## config.mk

```make
export PLATFORM = sky130hd
export DESIGN_NAME = mux16_bus_arbiter
export DESIGN_NICKNAME = d
export VERILOG_FILES = /design/src/rtl/mux16_bus_arbiter.sv
export SDC_FILE = /design/constraint.sdc
export NUM_CORES = 1
export LEC_CHECK = 0
export CORE_ASPECT_RATIO = 0.5
export CORE_MARGIN = 2
export CORE_UTILIZATION = 25
export DETAILED_ROUTE_END_ITERATION = 10
export GPL_ROUTABILITY_DRIVEN = 0
export PLACE_DENSITY_LB_ADDON = 0.3
export SLEW_MARGIN = 10
export SYNTH_ARGS = -nofsm -noshare
export SYNTH_HDL_FRONTEND = slang
export SYNTH_SLANG_ARGS = --single-unit
```

## constraint.sdc

```tcl
create_clock -name clk -period 3.7 [get_ports clk]
set_input_delay 0.555 -clock clk [delete_from_list [all_inputs] [get_ports clk]]
set_output_delay 0.555 -clock clk [all_outputs]
set_load 0.01 [all_outputs]
```

## src/rtl/mux16_bus_arbiter.sv

```systemverilog
// ============================================================================
// Module  : mux16_bus_arbiter
// Brief   : Two-requester round-robin arbiter feeding one registered 16-bit
//           output stage; ownership is held per burst, capped at MAX_BURST.
// Revision: 1.0 - initial release
// ============================================================================
`default_nettype none

module mux16_bus_arbiter #(
  parameter int DATA_W    = 16,
  parameter int MAX_BURST = 8,
  parameter int CNT_W     = 4
) (
  input  logic              clk,
  input  logic              rst_n,
  input  logic              req0_valid,
  input  logic [DATA_W-1:0] req0_data,
  input  logic              req0_last,
  output logic              req0_ready,
  input  logic              req1_valid,
  input  logic [DATA_W-1:0] req1_data,
  input  logic              req1_last,
  output logic              req1_ready,
  output logic              out_valid,
  output logic [DATA_W-1:0] out_data,
  input  logic              out_ready,
  output logic              sel,
  output logic              busy
);

  typedef enum logic [1:0] {
    IDLE = 2'd0,
    OWN0 = 2'd1,
    OWN1 = 2'd2
  } state_t;

  localparam logic [CNT_W-1:0] CNT_LAST = CNT_W'(MAX_BURST - 1);

  state_t              state_q;
  logic                prio_q;
  logic [CNT_W-1:0]    beat_cnt_q;
  logic                out_valid_q;
  logic [DATA_W-1:0]   out_data_q;

  logic                slot_free;
  logic                xfer0;
  logic                xfer1;
  logic                xfer;
  logic                xfer_last;
  logic                release_burst;
  logic [DATA_W-1:0]   xfer_data;

  // The output slot can take a beat when empty or being drained this cycle.
  assign slot_free     = !out_valid_q || out_ready;
  assign req0_ready    = (state_q == OWN0) && slot_free;
  assign req1_ready    = (state_q == OWN1) && slot_free;
  assign xfer0         = req0_valid && req0_ready;
  assign xfer1         = req1_valid && req1_ready;
  assign xfer          = xfer0 || xfer1;
  assign xfer_data     = xfer1 ? req1_data : req0_data;
  assign xfer_last     = xfer1 ? req1_last : req0_last;
  assign release_burst = xfer && (xfer_last || (beat_cnt_q == CNT_LAST));

  assign out_valid = out_valid_q;
  assign out_data  = out_data_q;
  assign sel       = (state_q == OWN1);
  assign busy      = (state_q != IDLE);

  always_ff @(posedge clk or negedge rst_n) begin
    if (!rst_n) begin
      state_q     <= IDLE;
      prio_q      <= 1'b0;
      beat_cnt_q  <= '0;
      out_valid_q <= 1'b0;
      out_data_q  <= '0;
    end else begin
      if (xfer) begin
        out_data_q  <= xfer_data;
        out_valid_q <= 1'b1;
      end else if (out_ready) begin
        out_valid_q <= 1'b0;
      end

      case (state_q)
        IDLE: begin
          if (req0_valid && (!req1_valid || !prio_q)) begin
            state_q <= OWN0;
          end else if (req1_valid) begin
            state_q <= OWN1;
          end
        end
        OWN0, OWN1: begin
          // Priority passes to the other requester on every release.
          if (release_burst) begin
            state_q    <= IDLE;
            prio_q     <= (state_q == OWN0);
            beat_cnt_q <= '0;
          end else if (xfer) begin
            beat_cnt_q <= beat_cnt_q + CNT_W'(1);
          end
        end
        default: state_q <= IDLE;
      endcase
    end
  end

endmodule

`default_nettype wire

```

**Word level (Yosys, flattened, before mapping)**

Index checks and enable logic that the tools add are counted.
Widths: inputs -> output; s select.

- Register bits: 24
- Latch bits: 0
- Memory bits (writable): 0
- ROM bits: 0
- Bits of input ports: 39
- Memories kept: 0

- $add $sub $neg: 1
- $mul: 0
- Divide/modulo/power cells: 0
- Order comparisons: 0
- Equal/unequal tests: 5
- Shift operators: 0
- Mux-type cells: 10
- Bitwise operators: 0
- Reductions and logical operators: 21

Operators by type and width:

| operator | count |
|---|---|
| $mux 16 | 1 |
| $mux 4 | 2 |
| $logic_and 1x1->1 | 6 |
| $mux 2 | 3 |
| $reduce_and 2->1 | 3 |
| $reduce_bool 2->1 | 3 |
| $add 4x1->4 const B | 1 |
| $eq 4x3->1 const B | 1 |
| $logic_or 1x1->1 | 4 |
| $pmux 2 s2 | 1 |
| $logic_not 1->1 | 3 |
| $mux 1 | 3 |
| $ne 3x3->1 const B | 1 |
| $eq 2x1->1 const B | 1 |
| $eq 2x2->1 const B | 1 |
| $logic_not 2->1 | 1 |
| $ne 2x2->1 const B | 1 |
| $reduce_or 2->1 | 1 |

**Longest topological paths before layout**

- Depth in word-level cells: 9
- Gate-level depth with buffers: 7
- Mapped depth without buffers: 6

**Least setup slack after synthesis**

Ideal clock, no wire load.

- Path kind: register to register
- Start: reg state_q[0]
- End: reg state_q[0]
- Setup time: 126 ps
- Arrival: 1570 ps
- Required time: 3574 ps
- Slack: 2004 ps
- Cell stages (with the launch flop): 7
- Path through: dfrtp_1 -> inv_1 -> ha_1 -> a21boi_2 -> o211ai_4 -> and4_1 -> a311o_1

- Longest elaborated chain between the ends: 8
- Elaborated cells on any way between the ends: 16
- Those cells by class: eq/ne (4); mux (2); reduce/logical (10)

RTL lines:

| what | RTL line | RTL |
|---|---|---|
| start, declared | 39 | `state_t state_q;` |
| start signal, assigned | 71 | `state_q <= IDLE;` |
| start signal, assigned | 87 | `state_q <= OWN0;` |
| start signal, assigned | 89 | `state_q <= OWN1;` |
| $eq 2x2->1 (*) | -- |  |
| net sel | 27 | `output logic sel,` |
| $logic_and 1x1->1 | 56 | `assign req1_ready = (state_q == OWN1) && slot_free;` |
| $logic_and 1x1->1 | 58 | `assign xfer1 = req1_valid && req1_ready;` |
| $mux 1 | 61 | `assign xfer_last = xfer1 ? req1_last : req0_last;` |
| $logic_or 1x1->1 | 62 | `assign release_burst = xfer && (xfer_last \|\| (beat_cnt_q == CNT_LAST));` |
| $logic_and 1x1->1 | 62 |  |
| $ne 2x2->1 (no source line) | -- |  |
| $reduce_and 2->1 (no source line) | -- |  |

Mark *: on every way through the listed nets, which the timed path passes. The rest lies on a longest branch.
A chain may end at the register's enable or synchronous reset.

**Final worst setup path**

- Start: in out_ready
- End: out req0_ready

- Longest elaborated chain between the ends: 2

RTL lines:

| what | RTL line | RTL |
|---|---|---|
| start, declared | 26 | `input logic out_ready,` |
| $logic_or 1x1->1 | 54 | `assign slot_free = !out_valid_q \|\| out_ready;` |
| $logic_and 1x1->1 | 55 | `assign req0_ready = (state_q == OWN0) && slot_free;` |
| end, declared | 19 | `output logic req0_ready,` |

Every way passes these cells.

==> impl_metrics.toml <==
[logic_synthesis]
yosys_warnings = 0
yosys.area_share.simple = 0.143
synthMuxAreaShare = 0.131
syn_area_per_cell_um2 = 10.1
synth_cell_type_count = 36
synth_xor_area_frac = 0
synth_top_family_by_area = "compound AO/OA/AOI/OAI gates"
ys_seq_elements = 24
synth_nets = 172
seq_area_frac_synth = 0.460
syn-cell-area_um2 = 1310
syn_inst = 129
synth_adder_area_share = 0.0383
synth_compound_area_frac = 0.177

[routing]
vias = 1127
wirelength_mm = 2.96
vias_per_cell = 4.35
drtPass1Iterations = 4
routedWlPerCell_um = 11.4
drc = 0
ant_nets = 0
drt_iter0_drc = 18

[critical_path]
r2r-end = "state_q[0]$_DFFE_PN0P_"
cp_data_arrival_time_ns = 1.89
r2r_setup_slack_ns = 1.87
critPathKind = "input port to output pin"
start_kind = "input port"
worst-path-max-fanout = 8
endpoint_kind = "output pin"
cp_data_required_time_ns = 3.14
worstReg2RegStart = "state_q[0]$_DFFE_PN0P_"
reg2reg_depth = 6

[pwr]
p_leak_nw = 0.800
p_per_area_nw_per_um2 = 656
ir_drop_mv = 0.193

[worst_hold_path]
hold_path.startpoint = "out_data[3]$_DFFE_PN0P_"
min_path_cells = 2
holdPathEnd = "out_data[3]$_DFFE_PN0P_"
hold_path_class = "flop to flop"

[flow_run]
maxCapViolCount = 0

[floorplanning]
core_area_um2 = 4980
io_pins = 60
num_rows = 18
die_x_um = 106
die_h_um = 55.1
die_area_um2 = 5850
start_util = 0.262

[placed_design]
dp_cells = 255
place_ws_ns = 1.24
io_buffers = 59
placed_area_um2 = 1970
hpwl_mm = 2.31

[timing]
maxSlewViolCount = 0
tightestPinTransition_ns = 0.328
post-route-period-util = 0.662
rsz0062_at_grt = "no"
period_needed_ns = 2.45
clock_skew_ns = 0.00279
relSlewSlack = 0.782
fmax_mhz = 408
finalHoldViolations = 0
setup_viol = 0
setup_tns_ns = 0
layout_setup_ws_ns = 1.25

[final_layout]
fillers = 494
fin_area_um2 = 2030
stdcell_count = 259
layout.nets = 233
antenna_cells = 0
syn2layout_area_growth_pct = 55.1
drive_above_1_share = 0.0688

[cts]
clk_pin_slew_ns = 0.08
cts_resized = 0
cts_max_level = 1
clockRootBuffer = "clkbuf_8"
cts_buffers = 3
cts_sinks = 24
clock_path_buffers = 2
clk_latency_ns = 0.26
ctsHoldBuffers = 0
cts_tree = "done"
cts_setup_buffers = 0

[grt]
grt_use_total = 0.107
grt-ovfl-total = 0
grt_pass1_vias = 1085
antenna_found_initial = 0
grt_pass1_wl_mm = 4.82
grt_start_max_net_pins = 33

[outcome]
status = "completed"
metal layers:
metal	track usage	wire length, um
met5	0	0
met4	0.0395	27
met3	0.0328	86
met2	0.201	1550
met1	0.120	1290
final cells by class:
type                            count  area, um2  area share
Multi-Input combinational cell     91        639       0.316
Tap cell                           70       87.6      0.0432
Sequential cell                    24        601       0.296
Clock buffer                        4       55.1      0.0272
Inverter                            8       30.0      0.0148
Timing Repair Buffer               62        613       0.303
state kept, by name (all words and copies together) (netlist names):
register	flops
out_data	16
beat_cnt_q	4
state_q	2
out_valid	1
prio_q	1
power by group:
part | internal (mW) | total, mW | leakage, nW | switching (mW)
Combinational | 0.377 | 0.696 | 0.496 | 0.319
Clock | 0.0948 | 0.172 | 0.0288 | 0.0775
Sequential | 0.384 | 0.460 | 0.275 | 0.0756
Yosys cell counts, drive strengths merged:
| master | n | area (um2) |
|---|---|---|
| and3 | 2 | 12.5 |
| nor2 | 18 | 70.1 |
| dfrtp | 24 | 601 |
| clkbuf | 1 | 3.75 |
| mux2i | 16 | 160 |
| a22oi | 1 | 7.51 |
| inv | 8 | 30.0 |
| o22ai | 2 | 12.5 |
| a21oi | 16 | 80.1 |
| and2 | 2 | 12.5 |
| nand4 | 3 | 25.0 |
| a311o | 1 | 10.0 |
| ha | 4 | 50.1 |
| a31oi | 2 | 12.5 |
| mux2 | 1 | 11.3 |
| and3b | 1 | 8.76 |
| o21ai | 2 | 10.0 |
| nand2b | 1 | 13.8 |
| a21boi | 3 | 26.3 |
| nand2 | 5 | 18.8 |
| nor2b | 1 | 6.26 |
| a32oi | 1 | 8.76 |
| o311ai | 1 | 8.76 |
| o221ai | 1 | 8.76 |
| a22o | 1 | 10.0 |
| o211ai | 3 | 36.3 |
| and4 | 1 | 8.76 |
| nand3 | 2 | 10.0 |
| buf | 5 | 32.5 |
metrics by stage:
stage / util / total power, mW / hold WS (ns)
after global routing: 0.407 / 1.45 / 0.557
after detailed placement: 0.396 / 1.17 / 0.517
after floorplan: - / 0.837 / 0.259
after CTS: 0.407 / 1.35 / 0.536
after global placement: 0.396 / 1.16 / 0.509
final: 0.407 / 1.33 / 0.525
logic make-up (layout without fill, tap and decap cells):
| logic type | after synthesis | in the layout |
|---|---|---|
| simple gates | 36 | 36 |
| compound gates | 34 | 34 |
| flops | 24 | 24 |
| mux | 17 | 17 |
| buf+inv | 14 | 74 |
| fa+ha+maj | 4 | 4 |
critical path: stages:
cell and delay (ns):
clkdlybuf4s50_1 0.49, nand2b_4 0.18, and2_1 0.14, clkdlybuf4s50_1 0.53
layout by cell type, fill, tap and decap left out, types with 3 or more instances in the layout:
master | Yosys | final
clkbuf_8 | 0 | 4
inv_1 | 8 | 8
nor2_1 | 17 | 17
mux2i_1 | 16 | 16
clkdlybuf4s50_1 | 0 | 59
a21oi_1 | 16 | 16
dfrtp_1 | 24 | 24
ha_1 | 4 | 4
nand2_1 | 5 | 5
buf_4 | 1 | 3
worst max-delay path by stage:
stage	from	slack (ns)	endpoint
floorplan	state_q[0]$_DFFE_PN0P_	2.00	state_q[0]$_DFFE_PN0P_
finish	out_ready	1.25	req0_ready
global placement	out_ready	1.25	req1_ready
detailed placement	out_ready	1.24	req0_ready
CTS	out_ready	1.23	req0_ready
global route	out_ready	1.19	req1_ready
No activity file was read; power rests on OpenSTA's default activity.
